$ cat src/rtl/cnn_pkg.sv
// Shared helper constants for the CNN line-buffer slice: tap slice width,
// pointer width, depth register width, fill-count width and depth clamping.
package cnn_pkg;

    // Bits carried per tap: all channels of one sample side by side.
    function automatic int tap_slice_w(input int width, input int ch);
        return width * ch;
    endfunction

    // Circular-buffer pointer width; a one-entry line still needs one bit.
    function automatic int ptr_w(input int max_depth);
        if (max_depth > 1) begin
            return $clog2(max_depth);
        end else begin
            return 1;
        end
    endfunction

    // Width of the runtime depth value (must represent MAX_DEPTH itself).
    function automatic int depth_w(input int max_depth);
        return $clog2(max_depth + 1);
    endfunction

    // Fill counter width: counts up to (TAPS-1)*MAX_DEPTH+1 inclusive.
    function automatic int count_w(input int taps, input int max_depth);
        return $clog2((taps - 1) * max_depth + 2);
    endfunction

    // Maps a requested depth into the legal range 1..max_depth.
    function automatic int clamp_depth(input int cfg, input int max_depth);
        if (cfg < 1) begin
            return 1;
        end else if (cfg > max_depth) begin
            return max_depth;
        end else begin
            return cfg;
        end
    endfunction

endpackage

$ cat src/rtl/line_delay.sv
// One image line of delay held in a circular buffer. Only the pointer moves
// per sample: the oldest entry is read out while the new one overwrites it.
module line_delay
    import cnn_pkg::*;
#(
    parameter int SW        = 8,
    parameter int MAX_DEPTH = 28,
    localparam int DW       = depth_w(MAX_DEPTH),
    localparam int PW       = ptr_w(MAX_DEPTH)
) (
    input  logic          clk,
    input  logic          rst,
    input  logic          clr,
    input  logic          shift,
    input  logic [DW-1:0] depth,
    input  logic [SW-1:0] din,
    output logic [SW-1:0] dout
);

    logic [SW-1:0] mem_r [MAX_DEPTH];
    logic [PW-1:0] ptr_r;
    logic          last_s;

    // Detect the final slot of the active line so the pointer wraps to 0.
    always_comb begin
        last_s = 1'b0;
        if (DW'(ptr_r) >= (depth - DW'(1))) begin
            last_s = 1'b1;
        end else begin
            last_s = 1'b0;
        end
    end

    // Pointer advances once per accepted sample; cleared by reset or flush.
    always_ff @(posedge clk or negedge rst) begin
        if (!rst) begin
            ptr_r <= '0;
        end else if (clr) begin
            ptr_r <= '0;
        end else if (shift) begin
            if (last_s) begin
                ptr_r <= '0;
            end else begin
                ptr_r <= ptr_r + PW'(1);
            end
        end else begin
            ptr_r <= ptr_r;
        end
    end

    // Line storage: contents are never cleared, validity is tracked upstream.
    always_ff @(posedge clk) begin
        if (shift) begin
            mem_r[ptr_r] <= din;
        end
    end

    assign dout = mem_r[ptr_r];

endmodule

$ cat src/rtl/multi_tap_line_buffer.sv
// Multi-tap line buffer: presents TAPS vertically aligned samples (one per
// line, D samples apart) for a sliding-window kernel. Tap 0 is the newest
// sample; tap k comes out of the k-th chained line delay.
module multi_tap_line_buffer
    import cnn_pkg::*;
#(
    parameter int WIDTH     = 8,
    parameter int CH        = 1,
    parameter int MAX_DEPTH = 28,
    parameter int TAPS      = 3,
    localparam int DW       = depth_w(MAX_DEPTH)
) (
    input  logic                       clk,
    input  logic                       rst,
    input  logic                       ce,
    input  logic                       flush,
    input  logic [DW-1:0]              cfg_depth,
    input  logic                       in_vld,
    input  logic [WIDTH*CH-1:0]        din,
    output logic [WIDTH*CH*TAPS-1:0]   dout,
    output logic                       out_vld,
    output logic                       filled
);

    localparam int SW = tap_slice_w(WIDTH, CH);
    localparam int CW = count_w(TAPS, MAX_DEPTH);

    logic              accept_s;
    logic              clear_s;
    logic              loaded_r;
    logic [DW-1:0]     depth_r;
    logic [DW-1:0]     cfg_clamp_s;
    logic [DW-1:0]     depth_s;
    logic [CW-1:0]     count_r;
    logic [CW-1:0]     count_next_s;
    logic [CW-1:0]     full_s;
    logic              reach_s;
    logic [SW-1:0]     chain_s [TAPS];
    logic [SW*TAPS-1:0] dout_r;
    logic              out_vld_r;
    logic              filled_r;

    // Flush wins over a coincident sample; ce low freezes everything.
    assign accept_s = ce & in_vld & ~flush;
    assign clear_s  = ce & flush;

    // Active depth: the latched value, or the live clamped request on the
    // very first edge after reset release (the edge that latches it).
    always_comb begin
        cfg_clamp_s = DW'(clamp_depth(int'(cfg_depth), MAX_DEPTH));
        depth_s     = depth_r;
        if (loaded_r) begin
            depth_s = depth_r;
        end else begin
            depth_s = cfg_clamp_s;
        end
    end

    // Fill threshold and saturating next count for an accepted sample.
    always_comb begin
        full_s       = CW'((TAPS - 1) * int'(depth_s) + 1);
        count_next_s = count_r;
        if (count_r < full_s) begin
            count_next_s = count_r + CW'(1);
        end else begin
            count_next_s = count_r;
        end
        reach_s = (count_next_s >= full_s);
    end

    // Latch the line depth on the first edge after reset and on every flush.
    always_ff @(posedge clk or negedge rst) begin
        if (!rst) begin
            loaded_r <= 1'b0;
            depth_r  <= DW'(1);
        end else if (!loaded_r || clear_s) begin
            loaded_r <= 1'b1;
            depth_r  <= cfg_clamp_s;
        end else begin
            loaded_r <= loaded_r;
            depth_r  <= depth_r;
        end
    end

    // Fill count plus valid/filled flags; valid pulses only after an accept.
    always_ff @(posedge clk or negedge rst) begin
        if (!rst) begin
            count_r   <= '0;
            out_vld_r <= 1'b0;
            filled_r  <= 1'b0;
        end else if (clear_s) begin
            count_r   <= '0;
            out_vld_r <= 1'b0;
            filled_r  <= 1'b0;
        end else if (accept_s) begin
            count_r   <= count_next_s;
            out_vld_r <= reach_s;
            filled_r  <= reach_s;
        end else begin
            count_r   <= count_r;
            out_vld_r <= 1'b0;
            filled_r  <= filled_r;
        end
    end

    assign chain_s[0] = din;

    // Lines chained in series: each one feeds the sample that falls out of
    // the previous line into the next, giving k*D of delay on tap k.
    for (genvar k = 1; k < TAPS; k++) begin : g_line
        line_delay #(
            .SW        (SW),
            .MAX_DEPTH (MAX_DEPTH)
        ) u_line (
            .clk   (clk),
            .rst   (rst),
            .clr   (clear_s),
            .shift (accept_s),
            .depth (depth_s),
            .din   (chain_s[k-1]),
            .dout  (chain_s[k])
        );
    end

    // Tap output register: captures all taps together on each accept.
    always_ff @(posedge clk or negedge rst) begin
        if (!rst) begin
            dout_r <= '0;
        end else if (accept_s) begin
            for (int k = 0; k < TAPS; k++) begin
                dout_r[k*SW +: SW] <= chain_s[k];
            end
        end else begin
            dout_r <= dout_r;
        end
    end

    assign dout    = dout_r;
    assign out_vld = out_vld_r;
    assign filled  = filled_r;

endmodule

$ cat config.mk
export PLATFORM = sky130hd
export DESIGN_NAME = multi_tap_line_buffer
export DESIGN_NICKNAME = d
export VERILOG_FILES = /design/src/rtl/cnn_pkg.sv /design/src/rtl/line_delay.sv /design/src/rtl/multi_tap_line_buffer.sv
export SDC_FILE = /design/constraint.sdc
export NUM_CORES = 1
export LEC_CHECK = 0
export ABC_AREA = 1
export CORE_UTILIZATION = 40
export DETAILED_ROUTE_END_ITERATION = 10
export GPL_TIMING_DRIVEN = 0
export MAX_ROUTING_LAYER = met4
export PLACE_DENSITY = 0.52
export SETUP_SLACK_MARGIN = 0.2
export SYNTH_ARGS = -nofsm -noshare
export SYNTH_HDL_FRONTEND = slang
export SYNTH_HIERARCHICAL = 1
export SYNTH_SLANG_ARGS = --single-unit
$ cat constraint.sdc
create_clock -name clk -period 3.74 [get_ports clk]
set_input_delay 0.561 -clock clk [delete_from_list [all_inputs] [get_ports clk]]
set_output_delay 0.561 -clock clk [all_outputs]
set_load 0.02 [all_outputs]
==> results of run 1 <==
## cell usage after synthesis
cell type and n:
dfrtp_1 47, nand4_1 5, inv_2 18, edfxtp_1 448, nand2_1 877, a21oi_1 27, dfstp_2 1, inv_4 2
buf_6 14, xor2_1 5, ha_1 31, nor3_4 6, a211oi_1 1, nor3_2 2, mux2_2 1, nand3_2 2
o21ai_2 2, nor2_4 4, o22ai_1 7, xnor2_1 6, buf_4 21, clkbuf_1 7, buf_1 4, conb_1 1
a21o_1 2, inv_1 466, nor2_1 108, nand2_2 1, nor3_1 2, o21ai_1 5, nand3_1 218, o21ai_0 16
buf_2 40, nor4_1 1, or2_2 2
## final timing paths
path | startpoint | endpoint | slack, ns | cells past startpoint
worst max-delay path | cfg_depth[2] | filled$_DFFE_PN0P_ | 0.53 | 22
worst min-delay path | rst | count_r[3]$_DFFE_PN0P_ | 0.45 | 2
worst max register to register | loaded_r$_DFFE_PN0P_ | filled$_DFFE_PN0P_ | 0.59 | 16
worst min register to register | dout[19]$_DFFE_PN0P_ | dout[19]$_DFFE_PN0P_ | 0.47 | 2
max in group asynchronous | rst | depth_r[0]$_DFFE_PN1P_ | 2.69 | 3
min in group clk | dout[19]$_DFFE_PN0P_ | dout[19]$_DFFE_PN0P_ | 0.47 | 2
## metrics by stage
step / util (%) / total power, W
final: 46.04 / 0.01393
after global routing: 46.04 / 0.01452
after CTS: 46.00 / 0.01407
after detailed placement: 43.00 / 0.008971
after global placement: 42.97 / 0.008951
after floorplan: - / 0.007925
## kinds of logic (layout without fill, tap and decap cells)
logic type / after synthesis / in the layout / synth area share [%]
other: 1 / 1 / 0.01637
DFF: 496 / 496 / 63.99
and+or+nand+nor: 1228 / 1228 / 22.00
adders and majority gates: 31 / 31 / 1.694
muxes: 1 / 1 / 0.04917
AOI/OAI and AO/OA: 60 / 60 / 1.415
xor gates and xnor gates: 11 / 11 / 0.4207
buffers and inverters: 572 / 721 / 10.42
## layout make-up
| cell class | instances | area (um2) |
|---|---|---|
| Clock buffer | 76 | 1506 |
| Sequential cell | 496 | 14660 |
| Timing Repair Buffer | 47 | 460.4 |
| Buffer | 86 | 556.8 |
| Clock inverter | 26 | 175.2 |
| Tap cell | 756 | 945.9 |
| Fill cell | 5382 | 30490 |
| Multi-Input combinational cell | 1332 | 5881 |
| Inverter | 486 | 1829 |
## cells in the final DEF (no fill, tap or decap), drive strengths merged
cell,instances
o21ai,23
or2,2
xnor2,6
clkdlybuf4s50,37
inv,487
a211oi,1
a21o,2
edfxtp,448
dfstp,1
nand3,220
clkbuf,83
nand2,878
a21oi,27
xor2,5
o22ai,7
mux2,1
conb,1
buf,88
nor3,10
nand4,5
dfrtp,47
nor4,1
bufinv,2
nor2,112
ha,31
clkinv,23
dlygate4sd3,1
## report_power, final
part | total, W | internal, W | leakage, nW | switching, W
Sequential | 0.00651 | 0.00644 | 4.65 | 0.0000718
Clock | 0.00509 | 0.00293 | 0.820 | 0.00216
Combinational | 0.00233 | 0.000658 | 6.32 | 0.00167
## routing by layer
metal  global-route usage, %  vias to the layer above  part of all wire (%)
li1                        -                     7712                     -
met1                   27.06                     7321                    43
met2                   35.47                      342                    49
met3                   2.609                       88                   4.6
met4                   7.077                        0                   2.9
met5                       -                        -                     0
## state kept, by name, summed over array words and instances, names as in the netlist
name and cells:
dout 24, g_line.u_line/ptr_r 10, out_vld 1, loaded_r 1, count_r 6, depth_r 5, g_line.u_line/mem_r 448, filled 1
## what timing repair did
| item | CTS | global route |
|---|---|---|
| endpoints found under the setup margin | 0 | 2 |
| gates resized for setup | 0 | 1 |
| hold buffers | 1 | 0 |
| hold endpoints to repair | 16 | 0 |
==> impl_metrics.yaml, run 1 <==
sta:
  fmax_mhz: 311.9
  finalHoldViolations: 0
  grt_setup_unrepaired: "no"
  setup_viol: 0
  fin_crit_sh_pct: 85.71
  fin_setup_tns_ns: 0
  fin_skew_ns: 0.03147
  hold_slack_ns: 0.4467
  max-slew-margin-rel_pct: 5.104
  fin_ws_ns: 0.5343
  drv_slew: 0
  period_needed_ns: 3.206
  tightest_slew_ns: 1.419
floorplanning:
  dieWidth_um: 241.3
  placementRows: 87
  chipHeight_um: 241.3
  pin_count: 44
  dieArea_mm2: 0.05822
  start_util_pct: 40.54
  core_mm2: 0.05650
synthesis:
  synth_top_area_cell: "edfxtp_1"
  synth_warnings: 6
  yosysUniqueCellTypes: 35
  synth.avg_cell_area_um2: 9.542
  synth_area_leaders: "edfxtp_1 (59%), nand2_1 (14%), inv_1 (7.6%)"
  yosys_register_bits: 496
  yosysSeqAreaShare_pct: 63.99
  syn_nets: 2449
  synth_top_area_share_pct: 58.74
  syn-cell-area_mm2: 0.02290
  syn_inst: 2400
detailed_routing:
  dr.pass1.iters: 9
  avgViaCountPerCell: 4.679
  wl_per_cell_um: 17.76
  drtIter0Drc: 945
  drc: 0
  drtAntennaViolNets: 0
  vias: 15460
  finalWirelength_um: 58710
power:
  leakage_nw: 11.79
  ir_drop_mv: 0.3606
  p_per_area_mw_per_mm2: 535.5
final_layout:
  areaGrowthSynthToFinish_pct: 13.57
  stdcell_count: 3305
  antennaDiodeCount: 0
  layout-drive-gt1-share_pct: 7.807
  fin_nets: 2553
  stdcell_area_mm2: 0.02601
critical_path:
  end_kind: "flip-flop"
  slowest_delay_ns: 0.54
  path_class: "in -> reg"
  crit_required_ns: 4.23
  critPathMaxFanout: 6
  crit_top_cell: "nand2_1"
  critPathBufInv: 5
  critical-path-slowest-cell: "clkdlybuf4s50_1"
  cp-start-kind: "primary input"
  crit_family: "simple AND/OR/NAND/NOR gates"
  crit_chain: "clkdlybuf4s50_1 > inv_1 > nor2_1 > inv_1 > mux2_2 > o21ai_4 > ha_1 > nand2_1 > nand2_1 > nand2_1 > nand3_2 > inv_2 > nand4_1 > nand2_1 > inv_1 > ha_1 > a21oi_1 > nor2_1 > a211oi_1 > nand2_1 > nand2_1 > nand2_1"
  cp.arrival_ns: 3.70
worst_hold_path:
  hold_path_class: "in -> async"
clock_network:
  cts_buffers: 55
  clkLatencyLatePin_ns: 0.62
  clockRootBuffer: "clkbuf_16"
  cts_max_level: 2
  clock_path_buffers: 3
  clk_pin_slew_ns: 0.06
  cts.sinks: 496
  postCtsSetupBuffers: 0
  cts_tree: "done"
global_routing:
  overflow: 0
  grt_pass1_wl_um: 88930
  grt_pass1_vias: 14950
  antenna_found_initial: 0
  gr-usage-all-layers_pct: 21.33
  grt_max_degree: 33
placement:
  dpl-instance-area_mm2: 0.02430
  dp.cells: 3200
  gp_congestion: 0.8742
  dp_slack_ns: -0.1301
  portBuffers: 43
  hpwl_um: 38600
outcome:
  status: "complete, no violations"
flow_run:
  max_cap_violations: 0
(Power assumes the default switching activity.)
==> inputs of run 2 (changes only) <==
--- a/config.mk
+++ b/config.mk
@@ -7,6 +7,7 @@
 export LEC_CHECK = 0
 export ABC_AREA = 1
 export CORE_UTILIZATION = 40
+export CTS_BUF_LIST = sky130_fd_sc_hd__clkbuf_8
 export DETAILED_ROUTE_END_ITERATION = 10
 export GPL_TIMING_DRIVEN = 0
 export MAX_ROUTING_LAYER = met4
==> run 2 against run 1 <==
Setup slack better by 0.017 ns. Maximum frequency increased by 0.53%. Largest power group unchanged. First-iteration DRC count down 7.0%. Via count rose by 0.74%. Critical path type unchanged. Routed wire length is 1.1% higher. Worst hold slack worse by 0.080 ns. Sequential power hardly changed. Combinational power about the same. Largest cell class unchanged. Die area is the same. Non-clock buffer count increased by 1. Utilization rose by 0.066 points.
==> impl_metrics.yaml, run 2 (same netlist as run 1, synthesis figures left out) <==
outcome:
  status: "complete, no violations"
sta:
  finalHoldViolations: 0
  fin_setup_tns_ns: 0
  grt_setup_unrepaired: "no"
  max-slew-margin-rel_pct: 5.973
  fin_skew_ns: 0.03449
  setup_viol: 0
  fmax_mhz: 313.6
  drv_slew: 0
  fin_crit_sh_pct: 85.27
  period_needed_ns: 3.189
  tightest_slew_ns: 1.406
  hold_slack_ns: 0.3667
worst_hold_path:
  hold_path_class: "in -> async"
detailed_routing:
  vias: 15580
  routed-wl-met3_um: 2433
  drc: 0
  wl_met1_um: 26050
  route.met2.wl_um: 28840
  dr.pass1.iters: 5
  finalWirelength_um: 59330
  wl_per_cell_um: 17.62
  highest_layer: "met4"
  avgViaCountPerCell: 4.626
  drtIter0Drc: 879
  drtAntennaViolNets: 0
critical_path:
  critical-path-slowest-cell: "clkdlybuf4s50_1"
  cp-start-kind: "primary input"
  r2r_cells: 16
  slowest_delay_ns: 0.53
  crit_top_cell: "nand2_1"
  r2r_slack_ns: 0.59
  critPathMaxFanout: 6
  cp.arrival_ns: 3.74
  crit_required_ns: 4.29
  r2r_end: "filled$_DFFE_PN0P_"
  path_class: "in -> reg"
  end_kind: "flip-flop"
  crit_chain: "clkdlybuf4s50_1 > nand2_1 > nor2_1 > inv_1 > mux2_2 > o21ai_2 > ha_1 > nand2_1 > nand2_1 > nand2_1 > nand3_2 > inv_2 > nand4_1 > nand2_1 > inv_1 > ha_1 > a21oi_1 > nor2_1 > a211oi_1 > nand2_1 > nand2_1 > nand2_1"
  r2r_start: "loaded_r$_DFFE_PN0P_"
floorplanning:
  placementRows: 87
  start_util_pct: 40.54
  pin_count: 44
  dieWidth_um: 241.3
  dieArea_mm2: 0.05822
  chipHeight_um: 241.3
  core_mm2: 0.05650
global_routing:
  antenna_found_initial: 1
  overflow: 0
  grt_max_degree: 33
  grt_pass1_vias: 15270
  gr-usage-all-layers_pct: 21.66
  grt_pass1_wl_um: 89810
clock_network:
  clockRootBuffer: "clkbuf_8"
  cts.sinks: 496
  clock_path_buffers: 3
  cts_tree: "done"
  clkLatencyLatePin_ns: 0.69
  clk_pin_slew_ns: 0.06
  postCtsSetupBuffers: 0
  cts_buffers: 88
  hold_buffers: 1
  cts_max_level: 3
  ctsResizeCount: 0
final_layout:
  largest_reg_flops: 448
  layout-drive-gt1-share_pct: 9.467
  layout_commonest_cell: "nand2_1"
  utilization_pct: 46.11
  fillers: 5430
  top_register: "g_line.u_line/mem_r"
  final_cell_mix: "nand2_1 (872), inv_1 (499), edfxtp_1 (448), nand3_1 (218), nor2_1 (108)"
  areaGrowthSynthToFinish_pct: 13.73
  fin_nets: 2587
  stdcell_count: 3367
placement:
  portBuffers: 43
  dp.cells: 3200
  gp_congestion: 0.8742
  hpwl_um: 38600
power:
  p_per_area_mw_per_mm2: 527.1
  total_power_w: 0.01373
  leakage_nw: 11.98
  ir_drop_mv: 0.3375
flow_run:
  max_cap_violations: 0
## run 2: final cells by class
cell class	count	area [um2]	area share, %
Antenna cell	2	5.005	0.01921
Timing Repair Buffer	48	488.0	1.873
Sequential cell	496	14660	56.26
Tap cell	756	945.9	3.631
Multi-Input combinational cell	1332	5873	22.55
Inverter	486	1829	7.023
Clock buffer	97	1335	5.125
Buffer	86	556.8	2.138
Clock inverter	64	359.1	1.379
## run 2: through the flow
stage	instance area (um2)	worst slack, ns
floorplan	22900	0.8829
global placement	24280	-0.1491
detailed placement	24300	-0.1301
CTS	26000	0.5529
global route	26050	0.2734
finish	26050	0.5511
## run 2: power breakdown
part	leakage, nW	internal (W)	total (W)	switching [W]
clock	0.997	0.00260	0.00486	0.00227
combinational	6.33	0.000679	0.00236	0.00168
sequential	4.65	0.00644	0.00651	0.0000701
## run 2: worst max-delay path by stage
stage,slack (ns),start,endpoint,depth (start not counted)
3_5_place_dp,-0.13,cfg_depth[4],filled$_DFFE_PN0P_,22
3_3_place_gp,-0.15,cfg_depth[2],filled$_DFFE_PN0P_,22
5_1_grt,0.27,cfg_depth[4],out_vld$_DFF_PN0_,22
4_1_cts,0.55,g_line[1].u_line/ptr_r[1]$_DFFE_PN0P_,g_line[2].u_line/mem_r[23][5]$_DFFE_PP_,8
2_1_floorplan,0.88,cfg_depth[4],filled$_DFFE_PN0P_,21
6_report,0.55,cfg_depth[4],filled$_DFFE_PN0P_,22
## run 2: metal layers
metal  vias up  global-route usage, %
met2       336                  35.34
li1       7790                      -
met4         0                  9.072
met3       118                  3.236
met1      7333                  26.93
met5         -                      -
## run 2: critical path: cells and delay by family
family | cells | cell delay [ns]
multiplexers | 1 | 0.28
AND/OR/NAND/NOR | 12 | 0.98
buffers and inverters | 4 | 0.77
AO/OA/AOI/OAI | 3 | 0.57
adder cells (fa/ha/maj) | 2 | 0.56
==> inputs of run 3 (changes only) <==
--- a/config.mk
+++ b/config.mk
@@ -8,6 +8,7 @@
 export ABC_AREA = 1
 export CORE_UTILIZATION = 40
 export CTS_BUF_LIST = sky130_fd_sc_hd__clkbuf_8
+export CTS_CLUSTER_SIZE = 40
 export DETAILED_ROUTE_END_ITERATION = 10
 export GPL_TIMING_DRIVEN = 0
 export MAX_ROUTING_LAYER = met4
==> results of run 3 <==
Same layout as run 2: the final DEF is identical, and so are final timing and power.
